[config.mk]
export PLATFORM = sky130hd
export DESIGN_NAME = data_receiver
export DESIGN_NICKNAME = d
export VERILOG_FILES = /design/src/rtl/data_receiver.sv
export SDC_FILE = /design/constraint.sdc
export NUM_CORES = 1
export LEC_CHECK = 0
export CELL_PAD_IN_SITES_DETAIL_PLACEMENT = 1
export CELL_PAD_IN_SITES_GLOBAL_PLACEMENT = 1
export CORE_MARGIN = 5
export CORE_UTILIZATION = 40
export DETAILED_ROUTE_END_ITERATION = 16
export GPL_TIMING_DRIVEN = 1
export PLACE_DENSITY = 0.8
export SLEW_MARGIN = 25
export SYNTH_ARGS = -nofsm -noshare
export SYNTH_HDL_FRONTEND = slang
export SYNTH_SLANG_ARGS = --single-unit
[constraint.sdc]
create_clock -name clk -period 2.1 [get_ports clk]
set_clock_uncertainty 0.15 [all_clocks]
set_input_delay 0.42 -clock clk [delete_from_list [all_inputs] [get_ports clk]]
set_output_delay 0.42 -clock clk [all_outputs]
set_load 0.1 [all_outputs]
[src/rtl/data_receiver.sv]
`default_nettype none
// ============================================================================
// Module   : data_receiver
// Purpose  : Receives a framed serial word. transmission marks the frame,
//            clock is the serial bit clock and data the serial bit (MSB
//            first). All three lines are asynchronous and are synchronized
//            into clk before use. A frame of exactly WIDTH bits updates
//            out_data and pulses valid; any other length, or a stalled serial
//            clock, pulses error.
// Ports    : clk          - system clock, rising edge active
//            rst          - asynchronous active-low reset
//            transmission - frame-active line (async)
//            clock        - serial bit clock (async)
//            data         - serial data line (async)
//            out_data     - last correctly received word
//            valid        - one-cycle pulse when out_data updates
//            busy         - high while a frame is in progress
//            error        - one-cycle pulse when a frame is rejected
// Revision : 1.0 - initial release
// ============================================================================
module data_receiver #(
  parameter int WIDTH   = 64,
  parameter int TIMEOUT = 1024
) (
  input  logic             clk,
  input  logic             rst,
  input  logic             transmission,
  input  logic             clock,
  input  logic             data,
  output logic [WIDTH-1:0] out_data,
  output logic             valid,
  output logic             busy,
  output logic             error
);

  localparam int CW = $clog2(WIDTH + 2);
  localparam int TW = $clog2(TIMEOUT + 1);

  localparam logic [1:0] S_IDLE    = 2'd0;
  localparam logic [1:0] S_RECEIVE = 2'd1;
  localparam logic [1:0] S_DRAIN   = 2'd2;

  localparam logic [CW-1:0] C_CNT_FULL = CW'(WIDTH);
  localparam logic [CW-1:0] C_CNT_SAT  = CW'(WIDTH + 1);
  localparam logic [TW-1:0] C_TMO_LAST = TW'(TIMEOUT - 1);

  // Synchronizer chains plus one history flop for edge detection
  logic r_trans_s1, r_trans_s2, r_trans_d;
  logic r_sclk_s1,  r_sclk_s2,  r_sclk_d;
  logic r_data_s1,  r_data_s2;

  // Counts the first clk edges after reset release. Until the synchronizer
  // and history flops all hold real samples, a transmission line that was
  // already high would look like a rising edge, so edges are ignored.
  logic [1:0] r_warm;

  logic [1:0]       r_state;
  logic [WIDTH-1:0] r_shift;
  logic [CW-1:0]    r_bit_cnt;
  logic [TW-1:0]    r_timer;
  logic [WIDTH-1:0] r_out_data;
  logic             r_valid;
  logic             r_error;

  logic w_trans_rise;
  logic w_trans_fall;
  logic w_sclk_rise;

  assign w_trans_rise = (r_warm == 2'd3) &  r_trans_s2 & ~r_trans_d;
  assign w_trans_fall = (r_warm == 2'd3) & ~r_trans_s2 &  r_trans_d;
  assign w_sclk_rise  = r_sclk_s2 & ~r_sclk_d;

  always_ff @(posedge clk or negedge rst) begin
    if (!rst) begin
      r_trans_s1 <= 1'b0;
      r_trans_s2 <= 1'b0;
      r_trans_d  <= 1'b0;
      r_sclk_s1  <= 1'b0;
      r_sclk_s2  <= 1'b0;
      r_sclk_d   <= 1'b0;
      r_data_s1  <= 1'b0;
      r_data_s2  <= 1'b0;
      r_warm     <= 2'd0;
      r_state    <= S_IDLE;
      r_shift    <= '0;
      r_bit_cnt  <= '0;
      r_timer    <= '0;
      r_out_data <= '0;
      r_valid    <= 1'b0;
      r_error    <= 1'b0;
    end else begin
      r_trans_s1 <= transmission;
      r_trans_s2 <= r_trans_s1;
      r_trans_d  <= r_trans_s2;
      r_sclk_s1  <= clock;
      r_sclk_s2  <= r_sclk_s1;
      r_sclk_d   <= r_sclk_s2;
      r_data_s1  <= data;
      r_data_s2  <= r_data_s1;
      if (r_warm != 2'd3) begin
        r_warm <= r_warm + 2'd1;
      end

      r_valid <= 1'b0;
      r_error <= 1'b0;

      case (r_state)
        S_IDLE: begin
          // A serial edge coinciding with the frame start is dropped
          if (w_trans_rise) begin
            r_shift   <= '0;
            r_bit_cnt <= '0;
            r_timer   <= '0;
            r_state   <= S_RECEIVE;
          end
        end

        S_RECEIVE: begin
          // The frame end wins over a serial edge in the same cycle, so
          // that edge is never counted
          if (w_trans_fall) begin
            if (r_bit_cnt == C_CNT_FULL) begin
              r_out_data <= r_shift;
              r_valid    <= 1'b1;
            end else begin
              r_error <= 1'b1;
            end
            r_state <= S_IDLE;
          end else if (w_sclk_rise) begin
            r_shift <= {r_shift[WIDTH-2:0], r_data_s2};
            // Saturating one past full keeps "overlong" sticky
            if (r_bit_cnt != C_CNT_SAT) begin
              r_bit_cnt <= r_bit_cnt + CW'(1);
            end
            r_timer <= '0;
          end else if (r_timer == C_TMO_LAST) begin
            r_error <= 1'b1;
            r_state <= S_DRAIN;
          end else begin
            r_timer <= r_timer + TW'(1);
          end
        end

        S_DRAIN: begin
          if (w_trans_fall) begin
            r_state <= S_IDLE;
          end
        end

        default: begin
          r_state <= S_IDLE;
        end
      endcase
    end
  end

  assign out_data = r_out_data;
  assign valid    = r_valid;
  assign error    = r_error;
  assign busy     = (r_state != S_IDLE);

endmodule
`default_nettype wire

Word-level counts from Yosys, hierarchy flattened
Index checks and enable logic that the tools add are counted.

Output and inout port bits: 67. Bits in registers: 160. Bits of input ports: 5.

Equality and inequality tests: 15. Reduce and logical (&&, ||, !) cells: 8. Bitwise operators: 8. $add $sub $neg: 3. Mux-type cells: 28.

Operators with widths (number): $mux W64 (3); $pmux W64 S2 (1); $mux W11 (4); $mux W7 (4); $pmux W11 S2 (1); $pmux W7 S2 (1); $ne A2 B2 Y1 const B (6); $reduce_and A4 Y1 (3); $add A11 B1 Y11 const B (1); $eq A11 B10 Y1 const B (1); $mux W2 (5); $ne A3 B3 Y1 const B (3); $mux W1 (8); $add A7 B1 Y7 const B (1); $eq A7 B7 Y1 const B (1); $ne A7 B7 Y1 const B (1); $pmux W2 S3 (1); $and A1 B1 Y1 (5); $reduce_and A5 Y1 (1); $eq A2 B2 Y1 const B (2); $reduce_bool A2 Y1 (2); $not A1 Y1 (3); $reduce_and A3 Y1 (1); $add A2 B1 Y2 const B (1); 2 further kinds (2).

Depth between registers and ports, before layout
Gate-level depths: netlist of the first run.

Word-level depth: 5. Mapped depth: 9.

Worst setup path before layout of the first run
Ideal clock, no wire load.

Kind: reg2reg. Start point: register r_timer[0]. End point: register r_timer[5]. Arrival time: 1.766 ns. Data required time: 1.884 ns. Slack: 0.118 ns. Buffers on the path: 0. Library setup time: 0.066 ns. Cell stages (with the launch flop): 7. Cells stage by stage: dfrtp_1 > ha_1 > nand3_1 > nor2_1 > a211o_1 > or4_1 > nand2_1.

Cells in the longest elaborated chain, start to end: 5.

Ends and longest elaborated chain: start, declared (line 60) `logic [TW-1:0] r_timer;`; start signal, assigned (line 140) `r_timer <= r_timer + TW'(1);`; $add A11 B1 Y11 (line 140); $mux W11 (line 136) `end else if (r_timer == C_TMO_LAST) begin`; $mux W11 (line 129) `end else if (w_sclk_rise) begin`; $mux W11 (line 121) `if (w_trans_fall) begin`; $pmux W11 S2 (line 107) `case (r_state)`.

Several ways; a longest one is shown, not always the timed one. The select of a mux whose other input is x is not followed. A chain may end at the register's enable or synchronous reset.

Worst setup path in the final report of the first run
Start point: register r_warm[0]. End point: register r_out_data[19] (netlist: out_data[19]).

Cells in the longest elaborated chain, start to end: 4.

Ends and longest elaborated chain: start, declared (line 55) `logic [1:0] r_warm;`; start signal, assigned (line 101) `r_warm <= r_warm + 2'd1;`; $eq A2 B2 Y1 (line 70) `assign w_trans_fall = (r_warm == 2'd3) & ~r_trans_s2 & r_trans_d;`; $and A1 B1 Y1 (2 in a row) (line 70); $reduce_and A3 Y1 (no source line); end signal, assigned (line 123) `r_out_data <= r_shift;`; end, declared (line 61) `logic [WIDTH-1:0] r_out_data;`.

Every way passes these cells.

==> impl_metrics.env, run 1 <==
export IMPL_nNetsFinal=651
export IMPL_pwr_density_cell_mw_per_mm2=836
export IMPL_fin_crit_sh=0.981
export IMPL_syn_to_final_growth_pct=24.2
export IMPL_core_area_mm2=0.0158
export IMPL_timing_fmax_mhz=485
export IMPL_fin_crit_ns=2.06
export IMPL_synthesis_nets=572
export IMPL_drv_slew=0
export IMPL_syn_area_mm2=0.00639
export IMPL_clkTransAtPathRegs_ns=0.06
export IMPL_port_buffer_count=71
export IMPL_grt_pass1_vias=4818
export IMPL_wl_um=15000
export IMPL_drive_above_1_share=0.212
export IMPL_firstDrtPassIters=4
export IMPL_clk_latency_ns=0.43
export IMPL_tritoncts_num_buffers=17
export IMPL_maxSlewHeadroom=0.699
export IMPL_dpl_worst_slack_ns=0.00798
export IMPL_initial_utilization=0.406
export IMPL_rows=46
export IMPL_ant_nets=0
export IMPL_die_x_um=136
export IMPL_die_area_mm2=0.0186
export IMPL_grt_overflow=0
export IMPL_worst_setup_path_type="reg -> reg"
export IMPL_status="complete, no violations"
export IMPL_cts_tree="yes"
export IMPL_power_mw=6.64
export IMPL_tns_ns=0
export IMPL_utilization=0.503
export IMPL_setup_slack_ns=0.0391
export IMPL_clock_sinks=160
export IMPL_finalHoldViolCount=0
export IMPL_cp_required_ns=2.26
export IMPL_drv_cap=0
export IMPL_synth_seq_cells=160
export IMPL_grt_setup_unrepaired="true"
export IMPL_critPathArrivalTime_ns=2.22
export IMPL_antenna_found_initial=0
export IMPL_synth_edf_count=0
export IMPL_ioPinCount=72
export IMPL_ir_drop_mv=0.615
export IMPL_wl_per_cell_um=17.3
export IMPL_antenna_cells=0
export IMPL_clock_root_buffer="clkbuf_16"
export IMPL_worstMarginPinSlew_ns=0.452
export IMPL_grt_pass1_wl_um=24600
export IMPL_drc=0
export IMPL_crit_path_start_kind="register"
export IMPL_hp_class="reg -> reg"
export IMPL_place_congestion=0.775
export IMPL_routed_via_density=5.23
export IMPL_crit_path_end_kind="register"
export IMPL_mostFrequentLayoutCell="dfrtp_1"
export IMPL_grt_usage=0.168
export IMPL_dpl_hpwl_um=9930
export IMPL_postSynthCellCount=562
export IMPL_drt_iter0_markers=223
export IMPL_routed_via_count=4525
export IMPL_grt_start_max_net_pins=77
export IMPL_rrSetupSlack_ns=0.04
export IMPL_yosys_most_used_dff="dfrtp_1"
export IMPL_synthArstFlopShare=1.00
export IMPL_worst_path_max_fanout=34
export IMPL_p_leak_nw=3.86
export IMPL_yosys_warnings=0
export IMPL_cts_buffer_depth=2
export IMPL_most_common_layout_cells="dfrtp_1 (160), nand2_1 (136), buf_4 (75)"
export IMPL_synth_area_per_cell_um2=11.4
export IMPL_die_y_um=136
export IMPL_htree_num_levels=4
export IMPL_yosysUniqueCellTypes=41
export IMPL_finalSetupViolations=0
export IMPL_yosysSeqAreaShare=0.626
==> layout make-up <==
| cell class | count | area [um^2] |
|---|---|---|
| fillers | 1716 | 7830 |
| repair buffers | 91 | 840 |
| clock buffers | 21 | 460 |
| clock inverters | 7 | 88.8 |
| inverters | 8 | 30.0 |
| well taps | 216 | 270 |
| multi-input cells | 363 | 2250 |
| flip-flops and latches | 160 | 4000 |
==> power by group <==
group	total (mW)	switching (mW)	internal [mW]	leakage, nW
logic	0.486	0.346	0.140	1.39
clock network	2.94	1.17	1.78	0.274
registers	3.21	0.0686	3.14	2.20
==> state kept, by name, summed over array words and instances, names as in the netlist <==
name / cells
r_sclk_s1: 1
r_sclk_d: 1
r_data_s2: 1
r_trans_d: 1
r_bit_cnt: 7
r_trans_s1: 1
r_warm: 2
r_shift: 64
out_data: 64
r_data_s1: 1
r_timer: 11
r_sclk_s2: 1
error: 1
r_state: 2
r_trans_s2: 1
valid: 1
==> kinds of logic after synthesis <==
group                    share of synthesized area
flip-flops                                   0.626
AO/OA/AOI/OAI                               0.0910
AND/OR/NAND/NOR                              0.130
buffers and inverters                       0.0276
multiplexers                                 0.114
adder cells (fa/ha/maj)                    0.00978
XOR/XNOR                                   0.00137
==> metal layers <==
metal  global-route usage  part of all wire  vias to the layer above
met2                0.289              0.52                       83
met1                0.205              0.43                     2343
met4               0.0605             0.021                        0
met3               0.0418             0.038                       23
met5                    0                 0                        -
li1                     -                 -                     2076
==> path summary, 6_finish.rpt <==
kind	startpoint	end	cells past startpoint
min in group asynchronous	rst	r_shift[50]	2
max in group asynchronous	rst	r_shift[15]	3
worst max register to register	r_warm[0]	out_data[19]	7
worst max-delay path	r_warm[0]	out_data[19]	7
worst min register to register	r_trans_s1	r_trans_s2	0
worst min-delay path	r_trans_s1	r_trans_s2	0
==> cells in the mapped netlist, drive strengths merged, types with 3 or more instances <==
library cell / instances / share of area
or4: 4 / 0.0047
mux2: 65 / 0.11
o31ai: 10 / 0.012
nand4: 4 / 0.0039
nand2: 136 / 0.080
nor2: 13 / 0.0076
dfrtp: 160 / 0.63
o21ai: 75 / 0.061
nor3: 3 / 0.0023
nand2b: 5 / 0.0049
nand3: 9 / 0.0070
inv: 7 / 0.0041
buf: 14 / 0.013
or2: 3 / 0.0029
clkbuf: 17 / 0.010
ha: 5 / 0.0098
a21oi: 8 / 0.0063
==> per-stage QoR <==
stage,cells,hold WS [ns],area (um^2)
after global routing,866,0.220,7940
after global placement,835,0.186,7330
after detailed placement,835,0.198,7330
after CTS,864,0.211,7890
after floorplan,562,-0.0256,6390
final,866,0.204,7940
==> critical path, stage by stage (launching register included) <==
cell	delay, ns
dfrtp_1	0.41
ha_4	0.20
nand2_1	0.08
nor2_1	0.20
nand4_1	0.14
buf_4	0.20
buf_12	0.19
mux2_1	0.35
==> what timing repair did <==
| item | CTS | global route |
|---|---|---|
| pin swaps | 1 | 1 |
| resized for setup | 2 | 2 |
| hold endpoints to repair | 39 | 0 |
| endpoints found under the setup margin | 6 | 58 |
| setup buffers | 0 | 1 |
| hold buffers | 1 | 0 |
| gates cloned | 0 | 1 |
Note: power is estimated with default switching activity, not from simulation.
==> run 2, diff against run 1 <==
--- a/config.mk
+++ b/config.mk
@@ -10,6 +10,7 @@
 export CORE_MARGIN = 5
 export CORE_UTILIZATION = 40
 export DETAILED_ROUTE_END_ITERATION = 16
+export GPL_ROUTABILITY_DRIVEN = 0
 export GPL_TIMING_DRIVEN = 1
 export PLACE_DENSITY = 0.8
 export SLEW_MARGIN = 25
==> results of run 2 <==
Same layout as run 1: the final DEF is identical, and so are final timing and power.
==> RTL change 1, RTL diff (flow settings as in run 2) <==
Change the parameter `TIMEOUT` from 1024 to 512.
--- a/src/rtl/data_receiver.sv
+++ b/src/rtl/data_receiver.sv
@@ -20,7 +20,7 @@
 // ============================================================================
 module data_receiver #(
   parameter int WIDTH   = 64,
-  parameter int TIMEOUT = 1024
+  parameter int TIMEOUT = 512
 ) (
   input  logic             clk,
   input  logic             rst,
Formal check against the unedited RTL: no difference found for any inputs over 10 cycles, from zero or initial values and one cycle with rst low; that may be too few to reach the edited logic, so the function may still have changed.
==> RTL change 1 against run 2 <==
Power up 7.3%. Core utilization up 1.5 points. Area after synthesis down 0.12%. Die area down 0.11%. Wire length down 1.5%. Worst setup slack better by 0.031 ns. Cell area up 3.1%. Synthesized cell count up 0.36%. Sequential cell count down 1. Largest cell class unchanged.
==> RTL change 1: results <==
status:
  outcome: "completed"
global_routing:
  grt_max_degree: 71
  grt_pass1_wl_um: 25100
  track_usage: 0.172
  first_global_vias: 4945
finish:
  clock_area_frac: 0.0797
  nFillCells: 1695
  final_net_count: 658
  bufAreaShareNonClock: 0.120
  multi_input_area_mm2: 0.00228
  num-nonclk-inverters: 6
  layout.area.seq_mm2: 0.00398
  nClkBuffers: 20
  n_all_buffers: 98
pwr:
  internal-power_uw: 5440
  leakage_uw: 0.00396
  ir_drop_mv: 0.531
drt:
  wl_per_cell_um: 16.8
  via_per_inst: 5.11
  drt_iter0_drc: 217
place:
  dp_cells: 842
  post-dp-hpwl_um: 9670
  dp_slack_ns: 0.0575
synth:
  synthAdderAreaFrac: 0.00979
  synthMuxAreaShare: 0.115
  yosys-top-cells-area: "dfrtp_1, mux2_1, nand2_1"
  synth_compound_area_frac: 0.0887
  ys_top_cells_by_count: "dfrtp_1, nand2_1, o21ai_0, mux2_1"
  synth_fp_nets: 574
  synthDistinctLibCells: 40
  yosysSeqAreaShare: 0.623
worst_setup_path:
  regToRegSetupSlack_ns: 0.07
  crit_path_end: "out_data[43]"
  cpPeakStageDelay_ns: 0.37
  worstPathArrival_ns: 2.19
worst_hold_path:
  min_to: "r_data_s2"
sta:
  slew_headroom: 0.694
clock_tree:
  cts-resized-gates: 0
-- RTL change 1: cell count changes after synthesis, moves of 3 or more --
cell,run 2,this run
buf_2,12,16
nand4_1,4,7
o21ai_0,41,62
nor2b_1,1,4
clkbuf_1,17,14
o21ai_1,32,12
o31ai_1,10,7
-- RTL change 1: per-stage QoR --
step,hold slack [ns],area [um2]
finish,0.198,8180
global route,0.209,8180
CTS,0.200,8110
detailed placement,0.110,7450
global placement,0.105,7450
floorplan,-0.0256,6390
-- RTL change 1: power by group through the flow --
stage	Sequential (uW)	Combinational, uW	Clock, uW
floorplan	3230	280	0
global placement	3230	487	0
detailed placement	3240	520	0
CTS	3180	529	3500
global route	3190	588	3670
finish	3180	524	3410
-- RTL change 1: routing by layer --
layer | GRT usage | share of wire
met5 | 0 | 0
met4 | 0.0487 | 0.0093
met3 | 0.0485 | 0.041
met2 | 0.303 | 0.53
met1 | 0.204 | 0.41
==> RTL change 2, RTL diff (config.mk and constraints of run 2) <==
Made on the original files. One comparison of `r_bit_cnt` changes from == to >=.
--- a/src/rtl/data_receiver.sv
+++ b/src/rtl/data_receiver.sv
@@ -119,7 +119,7 @@
           // The frame end wins over a serial edge in the same cycle, so
           // that edge is never counted
           if (w_trans_fall) begin
-            if (r_bit_cnt == C_CNT_FULL) begin
+            if (r_bit_cnt >= C_CNT_FULL) begin
               r_out_data <= r_shift;
               r_valid    <= 1'b1;
             end else begin
Function: no difference found for any inputs over 10 cycles, from zero or initial values and one cycle with rst low; that may be too few to reach the edited logic, so the function may still have changed.
==> RTL change 2 against run 2 <==
Global-route usage fell by 0.25 points. Sequential cell count did not move. Area after synthesis rose by 0.55%. Final cell count rose by 2.4%. Highest routed layer unchanged. Largest cell class unchanged. Count of clock-buffer cells in the layout fell by 2. Cell area rose by 4.4%. Power rose by 4.3%. Worst setup slack improved by 0.026 ns. Wire length rose by 1.1%.
==> RTL change 2: results <==
drt:
  drt_iter0_drc: 207
  wl_met1_um: 6570
  wl_met3_um: 654
  routed_wl_um: 15200
  wl_met2_um: 7790
place:
  dp_cells: 846
  postPlaceCellArea_mm2: 0.00751
  post-dp-hpwl_um: 9820
global_routing:
  grtUsageMet2: 0.277
  grt_max_degree: 54
  gr-usage-met1: 0.212
  track_usage: 0.165
  gr-usage-met3: 0.0415
  first_global_vias: 4927
synth:
  yosys-top-cells-area: "dfrtp_1, mux2_2, nand2_1"
  synthAdderAreaFrac: 0.00973
  ys_top_cells_by_count: "dfrtp_1, nand2_1, o21ai_0, mux2_2, clkbuf_1"
  syn_area_per_cell_um2: 11.4
  synthDistinctLibCells: 39
  yosysSeqAreaShare: 0.623
worst_setup_path:
  cpPeakStageDelay_ns: 0.47
  reg2regPathDepth: 6
pwr:
  p_sw_uw: 1730
  combPwrFrac: 0.086
  pwr-share-clk: 0.454
  leakage_uw: 0.00391
clock_tree:
  cts-resized-gates: 5
  postCtsSetupBuffers: 1
finish:
  final_net_count: 668
  seq_area_frac: 0.483
  n_all_buffers: 107
  drive_above_1_share: 0.332
  nFillCells: 1654
  num-multi-input-gates: 369
  num-nonclk-inverters: 3
  fin_util: 0.524
status:
  outcome: "completed"
floorplan:
  dieArea_mm2: 0.0187
sta:
  tightest_slew_ns: 0.515
RTL change 2: cell types whose count changed in the layout (fill, tap and decap cells not counted), moves of 4 or more:
| cell | before | now |
|---|---|---|
| inv_1 | 7 | 3 |
| inv_6 | 0 | 6 |
| mux2_2 | 16 | 65 |
| mux2_1 | 49 | 0 |
| o21ai_0 | 41 | 74 |
| a21oi_1 | 6 | 2 |
| o21ai_1 | 32 | 3 |
| o31ai_1 | 10 | 14 |
| buf_4 | 75 | 82 |
| or4_1 | 4 | 0 |
| buf_12 | 10 | 16 |
RTL change 2: path summary, 6_finish.rpt:
check                      startpoint           end  slack [ns]
max                        r_timer[1]         error        0.06
min                         r_sclk_s1     r_sclk_s2        0.20
max reg2reg                r_timer[1]         error        0.06
min reg2reg                 r_sclk_s1     r_sclk_s2        0.20
max in group asynchronous         rst   r_shift[31]        0.80
min in group asynchronous         rst  out_data[42]        0.36
